--- src/rtl/pipe_stage_skid.sv ---
// Pipeline stage with a main register and a skid register.
// in_ready comes from registered state only, so out_ready has no combinational path to it.
module pipe_stage_skid #(
   parameter int DATA_W = 105,
   parameter int CTRL_W = 4,
   parameter int CNT_W  = 16
) (
   input  logic              clk,
   input  logic              reset,
   input  logic              flush,
   input  logic              in_valid,
   output logic              in_ready,
   input  logic [DATA_W-1:0] in_data,
   output logic              out_valid,
   input  logic              out_ready,
   output logic [DATA_W-1:0] out_data,
   output logic [1:0]        occupancy,
   output logic [CNT_W-1:0]  stall_cnt
);

   typedef enum logic [1:0] {
      EMPTY = 2'd0,
      ONE   = 2'd1,
      TWO   = 2'd2
   } state_t;

   state_t            state;
   state_t            state_nx;
   logic [DATA_W-1:0] main_q;
   logic [DATA_W-1:0] main_nx;
   logic [DATA_W-1:0] skid_q;
   logic [DATA_W-1:0] skid_nx;
   logic              main_vld;
   logic              skid_vld;
   logic              push;
   logic              pop;

   assign in_ready  = ~skid_vld;
   assign out_valid = main_vld;
   assign occupancy = state;
   assign push      = in_valid & in_ready;
   assign pop       = main_vld & out_ready;

   // Next occupancy and register contents; flush overrides everything.
   always_comb begin
      state_nx = state;
      main_nx  = main_q;
      skid_nx  = skid_q;
      unique case (state)
         EMPTY: begin
            if (push) begin
               state_nx = ONE;
               main_nx  = in_data;
            end
         end
         ONE: begin
            if (push && pop) begin
               main_nx = in_data;
            end else if (push) begin
               state_nx = TWO;
               skid_nx  = in_data;
            end else if (pop) begin
               state_nx = EMPTY;
            end
         end
         TWO: begin
            if (pop) begin
               state_nx = ONE;
               main_nx  = skid_q;
            end
         end
         default: state_nx = EMPTY;
      endcase
      if (flush) begin
         state_nx = EMPTY;
      end
   end

   // State, payload and valid registers.
   always_ff @(posedge clk or posedge reset) begin
      if (reset) begin
         state    <= EMPTY;
         main_q   <= '0;
         skid_q   <= '0;
         main_vld <= 1'b0;
         skid_vld <= 1'b0;
      end else begin
         state    <= state_nx;
         main_q   <= main_nx;
         skid_q   <= skid_nx;
         main_vld <= (state_nx != EMPTY);
         skid_vld <= (state_nx == TWO);
      end
   end

   // Control MSBs are zeroed whenever nothing valid is presented.
   always_comb begin
      out_data = main_q;
      if (!main_vld) begin
         out_data[DATA_W-1 -: CTRL_W] = '0;
      end
   end

   // Saturating back-pressure counter; flush leaves it alone.
   always_ff @(posedge clk or posedge reset) begin
      if (reset) begin
         stall_cnt <= '0;
      end else if (main_vld && !out_ready && (stall_cnt != '1)) begin
         stall_cnt <= stall_cnt + 1'b1;
      end
   end

endmodule

--- config.mk ---
export PLATFORM = sky130hd
export DESIGN_NAME = pipe_stage_skid
export DESIGN_NICKNAME = d
export VERILOG_FILES = /design/src/rtl/pipe_stage_skid.sv
export SDC_FILE = /design/constraint.sdc
export NUM_CORES = 1
export LEC_CHECK = 0
export BUFFER_PORTS_ARGS = -buffer_cell sky130_fd_sc_hd__buf_2
export CORE_UTILIZATION = 50
export CTS_BUF_LIST = sky130_fd_sc_hd__clkbuf_2 sky130_fd_sc_hd__clkbuf_4 sky130_fd_sc_hd__clkbuf_8
export DETAILED_ROUTE_END_ITERATION = 8
export PLACE_DENSITY_LB_ADDON = 0.25
export SYNTH_ARGS = -nofsm -noshare
export SYNTH_HDL_FRONTEND = slang
export SYNTH_SLANG_ARGS = --single-unit
--- constraint.sdc ---
create_clock -name clk -period 10.4 [get_ports clk]
set_clock_uncertainty 0.1 [all_clocks]
set_input_delay 2.08 -clock clk [delete_from_list [all_inputs] [get_ports clk]]
set_output_delay 2.08 -clock clk [all_outputs]
set_load 0.005 [all_outputs]
Word level (Yosys, flattened, before mapping)
Index checks and enable logic that the tools add are counted.

$add $sub $neg: 1. Multiply operators: 0. Div/mod/pow operators: 0. $lt $le $gt $ge: 0. Eq/ne operators: 7. Shift operators: 0. Multiplexer cells: 12. Bitwise gates (word level): 4. Reductions and logical operators: 9.

Operator list (count): 105-bit two-way mux (3); 105-bit one-hot mux with 3 select lines (1); 16-bit by 1-bit adder with 16-bit output, second input constant (1); 16-bit != test, second input constant (1); 2-bit two-way mux (6); 2-bit != test, second input constant (3); 2-bit one-hot mux with 3 select lines (1); 2-bit == test, second input constant (2); 4-bit two-way mux (1); 4-bit AND reduction (1); 1-bit logical AND (3); 3-bit AND reduction (1); 3-bit nonzero test (1); 1-bit bitwise AND (2); 2-bit by 1-bit == test with 1-bit output, second input constant (1); 2-bit logical NOT (1); 1-bit NOT (2); 2-bit nonzero test (1); 1-bit logical NOT (1).

Flip-flop bits (word level): 230. Bits in latches: 0. Bits in writable memories: 0. ROM bits: 0. Bits of input ports: 110. Output and inout port bits: 125. Memories: 0.

Longest topological paths before layout
Gate-level depths: netlist (run 1).

Depth after elaboration: 7. Depth in mapped cells: 7. Gate-level depth less buffers: 5.

Worst setup path before layout (run 1)
No wires, ideal clock.

Path kind: input to register. Start: input port in_valid. End: register main_q[0]. Setup time: 128 ps. Arrival time: 3339 ps. Required time: 10172 ps. Slack: 6834 ps. Cell stages on the path: 6. Buffers on the path: 2. Cell sequence: nor3b_2 -> a31oi_1 -> a2bb2oi_2 -> buf_2 -> buf_4 -> mux2_1.

Word-level cells in the longest chain between the ends: 4. Elaborated cells on any way between the ends: 5. Those cells by class: eq/ne (2); bitwise (1); reduce/logical (2).

RTL lines: from (decl) (RTL line 11) `input logic in_valid,`; 1-bit bitwise AND (*) (RTL line 41) `assign push = in_valid & in_ready;`; 1-bit logical AND (RTL line 57) `if (push && pop) begin`; 2-bit != test (no source line); 4-bit AND reduction (no source line) (*); to (signal assigned) (RTL line 89) `main_q <= main_nx;`; to (decl) (RTL line 29) `logic [DATA_W-1:0] main_q;`.

Every way passes the cells marked *; elsewhere a longest branch is shown, timed or not. A chain may end at the register's enable or synchronous reset.

Worst setup path after layout (run 1)
Start: input port in_valid. End: register main_q[72].

Same word-level chain as after synthesis.

==> results of run 1 <==
routing by layer:
metal / track usage (%) / vias up
li1: - / 2890
met1: 23.7 / 3109
met2: 31.2 / 173
met3: 6.06 / 35
met4: 6.22 / 2
met5: 0 / -
cell usage in the layout (no fill, tap or decap), types with 2 or more instances in the layout:
master / instances
nor3_1: 5
a21oi_1: 4
nand4_1: 5
or2_2: 2
nand2b_1: 3
dfrtp_1: 230
buf_2: 234
clkbuf_4: 12
buf_4: 7
nor2_1: 7
nand3_1: 4
nand2_1: 9
mux2_1: 50
mux2_2: 268
xor2_1: 10
a221oi_1: 2
o21ai_0: 2
and2_1: 4
clkinv_2: 2
nor4_1: 4
clkbuf_8: 49
inv_1: 3
final cells by class:
type / count / area, um2
clock inverter: 2 / 10.0
multi-input combinational: 395 / 4120
inverter: 4 / 22.5
sequential: 230 / 5760
timing repair buffer: 241 / 1220
tap: 275 / 344
fill: 1733 / 8840
clock buffer: 61 / 764
antenna: 1 / 2.50
logic make-up (layout without fill, tap and decap cells):
family / count (synthesis) / after routing
fa+ha+maj: 1 / 1
mux: 319 / 319
other cells: 0 / 1
flops: 230 / 230
xor+xnor: 11 / 11
buf+inv: 141 / 308
simple gates: 52 / 52
compound gates: 12 / 12
how the worst max path moves through the flow:
stage | start | end | depth (start not counted)
after global routing | in_valid | main_q[72]$_DFFE_PP0P_ | 7
after detailed placement | in_valid | main_q[72]$_DFFE_PP0P_ | 7
after CTS | in_valid | main_q[72]$_DFFE_PP0P_ | 7
after global placement | in_valid | main_q[54]$_DFFE_PP0P_ | 7
after floorplan | reset | main_q[0]$_DFFE_PP0P_ | 1
final | in_valid | main_q[72]$_DFFE_PP0P_ | 7
power groups by stage:
stage | registers (mW) | logic, mW | clock network (mW)
2_1_floorplan | 1.38 | 0.660 | 0
3_3_place_gp | 1.41 | 0.704 | 0
3_5_place_dp | 1.43 | 0.721 | 0
4_1_cts | 1.42 | 0.724 | 0.827
5_1_grt | 1.46 | 0.779 | 0.867
6_report | 1.42 | 0.708 | 0.799
registers in the layout, indices dropped and copies added (netlist names):
signal,flops
main_q,105
skid_q,105
stall_cnt,16
occupancy,2
out_valid,1
skid_vld,1
==> flow_summary.yaml, run 1 <==
logic_synthesis:
  synthMuxAreaShare_pct: 33.3
  synth_xor_xnor_area_share_pct: 0.892
  synthSimpleGateAreaFrac_pct: 2.83
  yosys-top-cells-area: "dfrtp_1 (53%), mux2_2 (28%), buf_4 (7.4%)"
  synth_area_mm2: 0.0108
  synth_cells: 766
  synth_top_area_cell: "dfrtp_1"
  syn_avg_cell_area_um2: 14.1
  synth_top_family_by_area: "multiplexers"
  synthArstFlopShare_pct: 100
  synth_edf_count: 0
  ys_warn_count: 0
  yosysSeqAreaShare_pct: 53.3
  ys_types: 35
  synth_seq_cells: 230
  synth_commonest_cells: "mux2_2 (268), dfrtp_1 (230), buf_4 (106)"
  synth_compound_area_share_pct: 0.800
  post-synth-top-count-cell: "mux2_2"
  netlist.area_leader.share_pct: 53.3
  synthFlopType: "dfrtp_1"
  syn_nets: 877
  synth_fa_ha_area_share_pct: 0.116
pwr:
  p_per_area_mw_per_mm2: 239
  power.switching_mw: 0.783
  ir_drop_v: 0.000152
  power_frac_seq_pct: 48.5
  p_leak_nw: 5.64
  comb_power_share_pct: 24.2
  total_power_mw: 2.93
  clkPwrFrac_pct: 27.3
  swShare_pct: 26.7
  p_int_mw: 2.14
timing:
  finalSetupTns_ps: 0
  timing.final.crit_share_pct: 42.6
  slew_viol_final: 0
  worst_slew_pin_slew_ps: 923
  period_minus_slack_ps: 4430
  fmax_mhz: 226
  relSlewSlack_pct: 38.5
  hold_violations: 0
  setup_slack_ps: 5970
  hold_ws_ps: 382
  rsz0062_at_grt: "no"
  setup_violations: 0
worst_hold_path:
  hp-class: "flop to flop"
  worstHoldStart: "main_q[9]$_DFFE_PP0P_"
  holdPathStages: 1
  min_to: "main_q[9]$_DFFE_PP0P_"
die:
  core_mm2: 0.0211
  die_x_um: 149
  fp.dieH_um: 149
  start_util_pct: 51.2
  die_area_mm2: 0.0222
  ios: 235
  num_rows: 53
clock_tree:
  clockBufferDepth: 3
  postCtsHoldBufs: 0
  root_buffer: "clkbuf_8"
  clk_latency_ps: 510
  post-cts-setup-buffers: 0
  ctsHtreeMaxLevel: 2
  cts_sinks: 230
  cts_resized: 0
  cts_buffers: 39
  cts.clk_slew.worst_paths_ps: 60
  tritoncts: "yes"
setup_path:
  critPathTopFamily: "buffers and inverters"
  crit_fanout: 53
  crit_type: "primary input to flop"
  end_kind: "flop"
  slowest_stage: "buf_4"
  path_cells: "buf_2 > nor3b_2 > a31oi_1 > a2bb2oi_4 > buf_4 > buf_4 > mux2_2"
  r2r_start: "occupancy[1]$_DFF_PP0_"
  path_buf_inv: 3
  max_stage_delay_ps: 720
  r2r_slack_ps: 7180
  reg2reg_depth: 6
  required_ps: 10690
  reg2reg_to: "main_q[72]$_DFFE_PP0P_"
  worst_ep_arrival_time_ps: 4720
  crit_top_cell: "buf_4"
  cp-start-kind: "primary input"
global_routing:
  grt_util_all_layers_pct: 19.0
  grt_overflow_total: 0
  antenna_found_initial: 2
  grt_pass1_vias: 6542
  grt_max_degree: 95
  grt_pass1_wl_um: 33300
route:
  wl_per_cell_um: 16.9
  antenna_left: 0
  highest_layer: "met5"
  wl_met1_um: 8700
  vias: 6209
  drc: 0
  avgViaCountPerCell: 5.14
  dr_wl_met2_um: 9860
  routed_wl_um: 20400
  wl_met3_um: 1470
  drtPass1Iterations: 4
  drt_first_iter_violations: 113
placed_design:
  dpl_cell_area_mm2: 0.0115
  place_hpwl_um: 13300
  port_buffers: 234
  dp_cells: 1145
  gp_congestion: 0.776
  detailedPlace.worstSlack_ps: 5380
final_layout:
  fin_cells: 1209
  area_growth_syn_to_layout_pct: 13.4
  design_area_mm2: 0.0122
  fin_util_pct: 58.1
  layout-drive-gt1-share_pct: 62.4
  nNetsFinal: 1022
flow_run:
  maxCapViolations: 0
run_status:
  status: "finished, final reports clean"
Power figures use the tool's default switching activity.
==> run 2: changes to the inputs <==
- ABC_AREA: not set -> 1
- clock period: 10.4 -> 3.95 ns (I/O delays scaled with it)
==> run 2 against run 1 <==
Against the previous run:
- synthesized cell count up 62%
- worst hold slack worse by 15 ps
- sequential cell count is the same
- die area is 0.23% lower
- largest power group unchanged
- sequential power up 140%
- critical endpoint is now main_q[18]$_DFFE_PP0P_
- core utilization is 0.63 points lower
- sequential share of layout area up 0.51 points
- clock-buffer cell count shrank 2
- non-clock buffer count up 6
- final cell count rose by 38%
==> flow_summary.yaml, run 2 <==
timing:
  slew_viol_final: 0
  setup_violations: 0
  period_minus_slack_ps: 2280
  finalSetupTns_ps: 0
  worst_slew_pin_slew_ps: 1020
  relSlewSlack_pct: 31.5
  fmax_mhz: 439
  rsz0062_at_grt: "no"
  hold_violations: 0
  timing.final.crit_share_pct: 57.6
  hold_ws_ps: 367
global_routing:
  grt_util_all_layers_pct: 21.2
  grt_pass1_wl_um: 37700
  antenna_found_initial: 3
  grt_overflow_total: 0
  grt_max_degree: 83
  grt_pass1_vias: 7565
die:
  ios: 235
  fp.dieH_um: 149
  die_x_um: 149
  start_util_pct: 51.1
  core_mm2: 0.0211
  num_rows: 53
  die_area_mm2: 0.0221
clock_tree:
  cts_buffers: 40
  ctsHtreeMaxLevel: 2
  cts_sinks: 230
  cts.clk_slew.worst_paths_ps: 60
  tritoncts: "yes"
  root_buffer: "clkbuf_8"
  clk_latency_ps: 510
  post-cts-setup-buffers: 0
  postCtsHoldBufs: 0
  clockBufferDepth: 3
  cts_resized: 0
final_layout:
  nNetsFinal: 1478
  layout-drive-gt1-share_pct: 23.1
  area_growth_syn_to_layout_pct: 12.5
  fin_cells: 1663
  fillers: 1996
  diodes: 0
  mostFrequentLayoutCells: "nand2_1 (441), buf_2 (234), dfrtp_1 (230)"
  final_common_cell: "nand2_1"
  largest_registers: "main_q: 105 flops, skid_q: 105 flops, stall_cnt: 16 flops"
  multi_input_area_mm2: 0.00359
  register_area_mm2: 0.00576
logic_synthesis:
  synth_compound_area_share_pct: 10.7
  syn_avg_cell_area_um2: 8.66
  synth_commonest_cells: "nand2_1 (442), dfrtp_1 (230), o21ai_1 (120)"
  syn_nets: 1355
  synthSimpleGateAreaFrac_pct: 17.5
  synth_top_family_by_area: "simple AND/OR/NAND/NOR gates"
  ys_warn_count: 0
  post-synth-top-count-cell: "nand2_1"
  synthFlopType: "dfrtp_1"
  synth_area_mm2: 0.0108
  ys_types: 24
  synth_seq_cells: 230
  synth_cells: 1244
  synth_xor_xnor_area_share_pct: 0.569
  synth_top_area_cell: "dfrtp_1"
  yosysSeqAreaShare_pct: 53.4
  synth_edf_count: 0
  synthArstFlopShare_pct: 100
  synthMuxAreaShare_pct: 4.37
  synth_fa_ha_area_share_pct: 0.116
  yosys-top-cells-area: "dfrtp_1 (53%), nand2_1 (15%), buf_4 (7.2%)"
  netlist.area_leader.share_pct: 53.4
setup_path:
  crit_fanout: 51
  worst_ep_arrival_time_ps: 2550
  cp-start-kind: "flop"
  crit_end: "main_q[18]$_DFFE_PP0P_"
  startpoint: "out_valid$_DFF_PP0_"
  required_ps: 4220
  reg2reg_depth: 6
  crit_type: "flop to flop"
  r2r_start: "out_valid$_DFF_PP0_"
  end_kind: "flop"
  r2r_slack_ps: 1670
  reg2reg_to: "main_q[18]$_DFFE_PP0P_"
route:
  routed_wl_um: 23100
  wl_per_cell_um: 13.9
  avgViaCountPerCell: 4.87
  vias: 8104
  drtPass1Iterations: 5
  drt_first_iter_violations: 376
  drc: 0
  antenna_left: 0
flow_run:
  maxCapViolations: 0
pwr:
  clkPwrFrac_pct: 31.3
  comb_power_share_pct: 19.3
  ir_drop_v: 0.000321
  p_leak_nw: 6.77
  power.switching_mw: 1.99
  swShare_pct: 29.3
  p_per_area_mw_per_mm2: 559
  power_frac_seq_pct: 49.4
  p_int_mw: 4.79
run_status:
  status: "finished, final reports clean"
placed_design:
  port_buffers: 234
  gp_congestion: 0.820
  place_hpwl_um: 15300
  dp_cells: 1600
worst_hold_path:
  worstHoldStart: "skid_q[58]$_DFFE_PP0P_"
  hp-class: "flop to flop"
-- run 2: layout make-up --
type	instances	share of cell area [%]
Multi-Input combinational cell	768	29.7
Clock buffer	59	6.29
Timing Repair Buffer	247	11.0
Tap cell	275	2.84
Sequential cell	230	47.5
Clock inverter	4	0.165
Inverter	80	2.53
-- run 2: kinds of logic after synthesis --
kind of cell               count (synthesis)
adders and majority gates                  1
and+or+nand+nor                          486
AOI/OAI and AO/OA                        227
muxes                                     47
xor gates and xnor gates                   7
buffers and inverters                    246
DFF                                      230
-- run 2: critical path, stage by stage, from the launching register on --
cell and delay, ps:
dfrtp_1 480, nand2_2 110, nand2_1 130, nand4_4 600
buf_4 520, nand2_1 100, o21ai_1 70
-- run 2: worst min path at each step --
stage / to / slack [ps] / cells after the start
finish: skid_q[58]$_DFFE_PP0P_ / 370 / 2
global route: skid_q[66]$_DFFE_PP0P_ / 370 / 3
CTS: skid_q[94]$_DFFE_PP0P_ / 360 / 3
detailed placement: skid_q[91]$_DFFE_PP0P_ / 360 / 2
global placement: skid_q[67]$_DFFE_PP0P_ / 350 / 2
floorplan: skid_q[100]$_DFFE_PP0P_ / 340 / 2
-- run 2: power groups by stage --
| stage | sequential (mW) | combinational, mW | clock [mW] |
|---|---|---|---|
| final | 3.35 | 1.31 | 2.12 |
| after global routing | 3.42 | 1.51 | 2.28 |
| after CTS | 3.34 | 1.33 | 2.19 |
| after detailed placement | 3.37 | 1.33 | 0 |
| after global placement | 3.36 | 1.28 | 0 |
| after floorplan | 3.29 | 1.19 | 0 |
-- run 2: per-layer routing --
metal  share of wire (%)  routed length [um]  GRT usage [%]
met5                0.15                  35              0
met4                 1.1                 252           5.05
met3                 6.2                1440           5.02
met2                  47               11000           34.2
met1                  45               10400           29.0
-- run 2: stage by stage --
stage	cell area (um2)	worst slack (ps)	total power, mW	utilization, %
final	12100	1670	6.78	57.4
after CTS	12100	1630	6.86	57.4
after global placement	11300	1290	4.65	53.7
after detailed placement	11300	1260	4.70	53.7
after floorplan	10800	52.0	4.47	-
after global routing	12100	1410	7.22	57.4
==> run 3: changes to the inputs <==
- ABC_AREA: 1 -> 0
- clock period: 3.95 -> 2.4 ns (I/O delays scaled with it)
==> run 3 against run 2 <==
Against the previous run:
- sequential power increased by 84%
- critical path depth fell by 1
- clock-buffer cell count increased by 9
- critical endpoint is now main_q[87]$_DFFE_PP0P_
- critical path type unchanged
- worst hold slack got worse by 310 ps
- core utilization grew 2.0 points
==> flow_summary.yaml, run 3 (synthesis gave the netlist of run 1 again) <==
setup_path:
  max_stage_delay_ps: 490
  cp-start-kind: "flop"
  slowest_stage: "dfrtp_1"
  crit_type: "flop to flop"
  worst_ep_arrival_time_ps: 2400
  crit_fanout: 57
  end_kind: "flop"
  critPathTopFamily: "flip-flops"
  path_buf_inv: 1
  required_ps: 2700
  path_cells: "nor3b_2 > a31oi_1 > a2bb2oi_4 > buf_12 > mux2_2"
clock_tree:
  cts_resized: 0
  cts_sinks: 230
  cts.clk_slew.worst_paths_ps: 60
  clockBufferDepth: 3
  tritoncts: "yes"
  cts_buffers: 40
  clk_latency_ps: 520
  root_buffer: "clkbuf_8"
  ctsHtreeMaxLevel: 2
route:
  avgViaCountPerCell: 5.11
  vias: 6256
  routed_wl_um: 20500
  antenna_left: 0
  wl_per_cell_um: 16.8
  drt_first_iter_violations: 191
  drc: 0
  drtPass1Iterations: 4
global_routing:
  antenna_found_initial: 1
  grt_max_degree: 100
  grt_util_all_layers_pct: 18.9
  grt_overflow_total: 0
  grt_pass1_wl_um: 33600
  grt_pass1_vias: 6689
timing:
  hold_ws_ps: 56.8
  setup_violations: 0
  fmax_mhz: 476
  relSlewSlack_pct: 64.0
  timing.final.crit_share_pct: 87.6
  worst_slew_pin_slew_ps: 540
  rsz0062_at_grt: "no"
  hold_violations: 0
  slew_viol_final: 0
  period_minus_slack_ps: 2100
pwr:
  ir_drop_v: 0.000548
  swShare_pct: 26.4
  total_power_mw: 13.2
  power_frac_seq_pct: 46.5
  clkPwrFrac_pct: 29.8
  power.switching_mw: 3.49
  p_int_mw: 9.72
  p_per_area_mw_per_mm2: 1050
  p_leak_nw: 5.78
  comb_power_share_pct: 23.7
final_layout:
  final_common_cell: "mux2_2"
  multi_input_area_mm2: 0.00412
  diodes: 0
  nNetsFinal: 1029
  design_area_mm2: 0.0125
  mostFrequentLayoutCells: "mux2_2 (268), buf_2 (234), dfrtp_1 (230)"
  area_growth_syn_to_layout_pct: 16.1
  fillers: 1700
  largest_registers: "main_q: 105 flops, skid_q: 105 flops, stall_cnt: 16 flops"
  register_area_mm2: 0.00576
  layout-drive-gt1-share_pct: 62.9
flow_run:
  maxCapViolations: 0
run_status:
  status: "finished, final reports clean"
die:
  num_rows: 53
  die_area_mm2: 0.0222
  fp.dieH_um: 149
  start_util_pct: 51.2
  ios: 235
  core_mm2: 0.0211
  die_x_um: 149
placed_design:
  place_hpwl_um: 13200
  port_buffers: 234
  gp_congestion: 0.781
  dpl_cell_area_mm2: 0.0116
worst_hold_path:
  hp-class: "primary input to flop"
## run 3: cell count changes in the layout (fill, tap and decap cells not counted), sizes merged, moves of 5 or more
cell,change
nand2,-436
mux2,+318
o21ai,-224
inv,-75
mux2i,-46
nor2,-15
clkbuf,+9
xor2,+9
nor4,+5
xnor2,-5
## run 3: worst reg2reg max path, cell delays in order (launching register included)
cell and delay [ps]:
dfrtp_1 490, nor3b_2 140, a31oi_1 260, a2bb2oi_4 230, buf_12 330, mux2_2 430
## run 3: repair_timing
item | in CTS | in global routing
hold buffers | 1 | 0
setup buffers | 0 | 0
setup endpoints to repair | 0 | 0
endpoints found under the hold margin | 7 | 0
## run 3: area by class of cell
| cell class | instances | area share (%) |
|---|---|---|
| Inverter | 4 | 0.150 |
| Multi-Input combinational cell | 395 | 32.9 |
| Tap cell | 275 | 2.74 |
| Clock buffer | 68 | 6.92 |
| Sequential cell | 230 | 45.9 |
| Clock inverter | 6 | 0.469 |
| Timing Repair Buffer | 247 | 10.9 |
## run 3: routing by layer
metal / track usage [%] / vias up / part of all wire [%]
li1: - / 2906 / -
met1: 22.7 / 3144 / 42
met2: 31.9 / 174 / 49
met3: 6.54 / 30 / 7.8
met4: 6.02 / 2 / 1.5
met5: 0 / - / 0.063
## run 3: through the flow
step / utilization, % / TNS (ps) / setup slack [ps] / instances
final: 59.5 / 0 / 298 / 1225
after global routing: 59.5 / 0 / 183 / 1225
after floorplan: - / -273230 / -1190 / 766
after CTS: 59.5 / 0 / 278 / 1225
after global placement: 55.0 / 0 / 175 / 1150
after detailed placement: 55.0 / 0 / 128 / 1150
## run 3: path summary, 6_finish.rpt
check,depth (start not counted),slack (ps),start,end
setup reg to reg,5,300,occupancy[1]$_DFF_PP0_,main_q[87]$_DFFE_PP0P_
hold / removal,2,60,flush,out_valid$_DFF_PP0_
max in group asynchronous,4,1040,reset,skid_q[38]$_DFFE_PP0P_
min in group asynchronous,3,360,reset,main_q[74]$_DFFE_PP0P_
setup / recovery,5,300,occupancy[1]$_DFF_PP0_,main_q[87]$_DFFE_PP0P_
hold reg to reg,1,380,main_q[6]$_DFFE_PP0P_,main_q[6]$_DFFE_PP0P_
## run 3: power by group through the flow
stage / Sequential (mW) / Clock [mW] / Combinational, mW
after floorplan: 6.00 / 0 / 2.86
after global placement: 6.11 / 0 / 3.09
after detailed placement: 6.20 / 0 / 3.19
after CTS: 6.15 / 4.07 / 3.20
after global routing: 6.34 / 4.24 / 3.44
final: 6.15 / 3.93 / 3.13
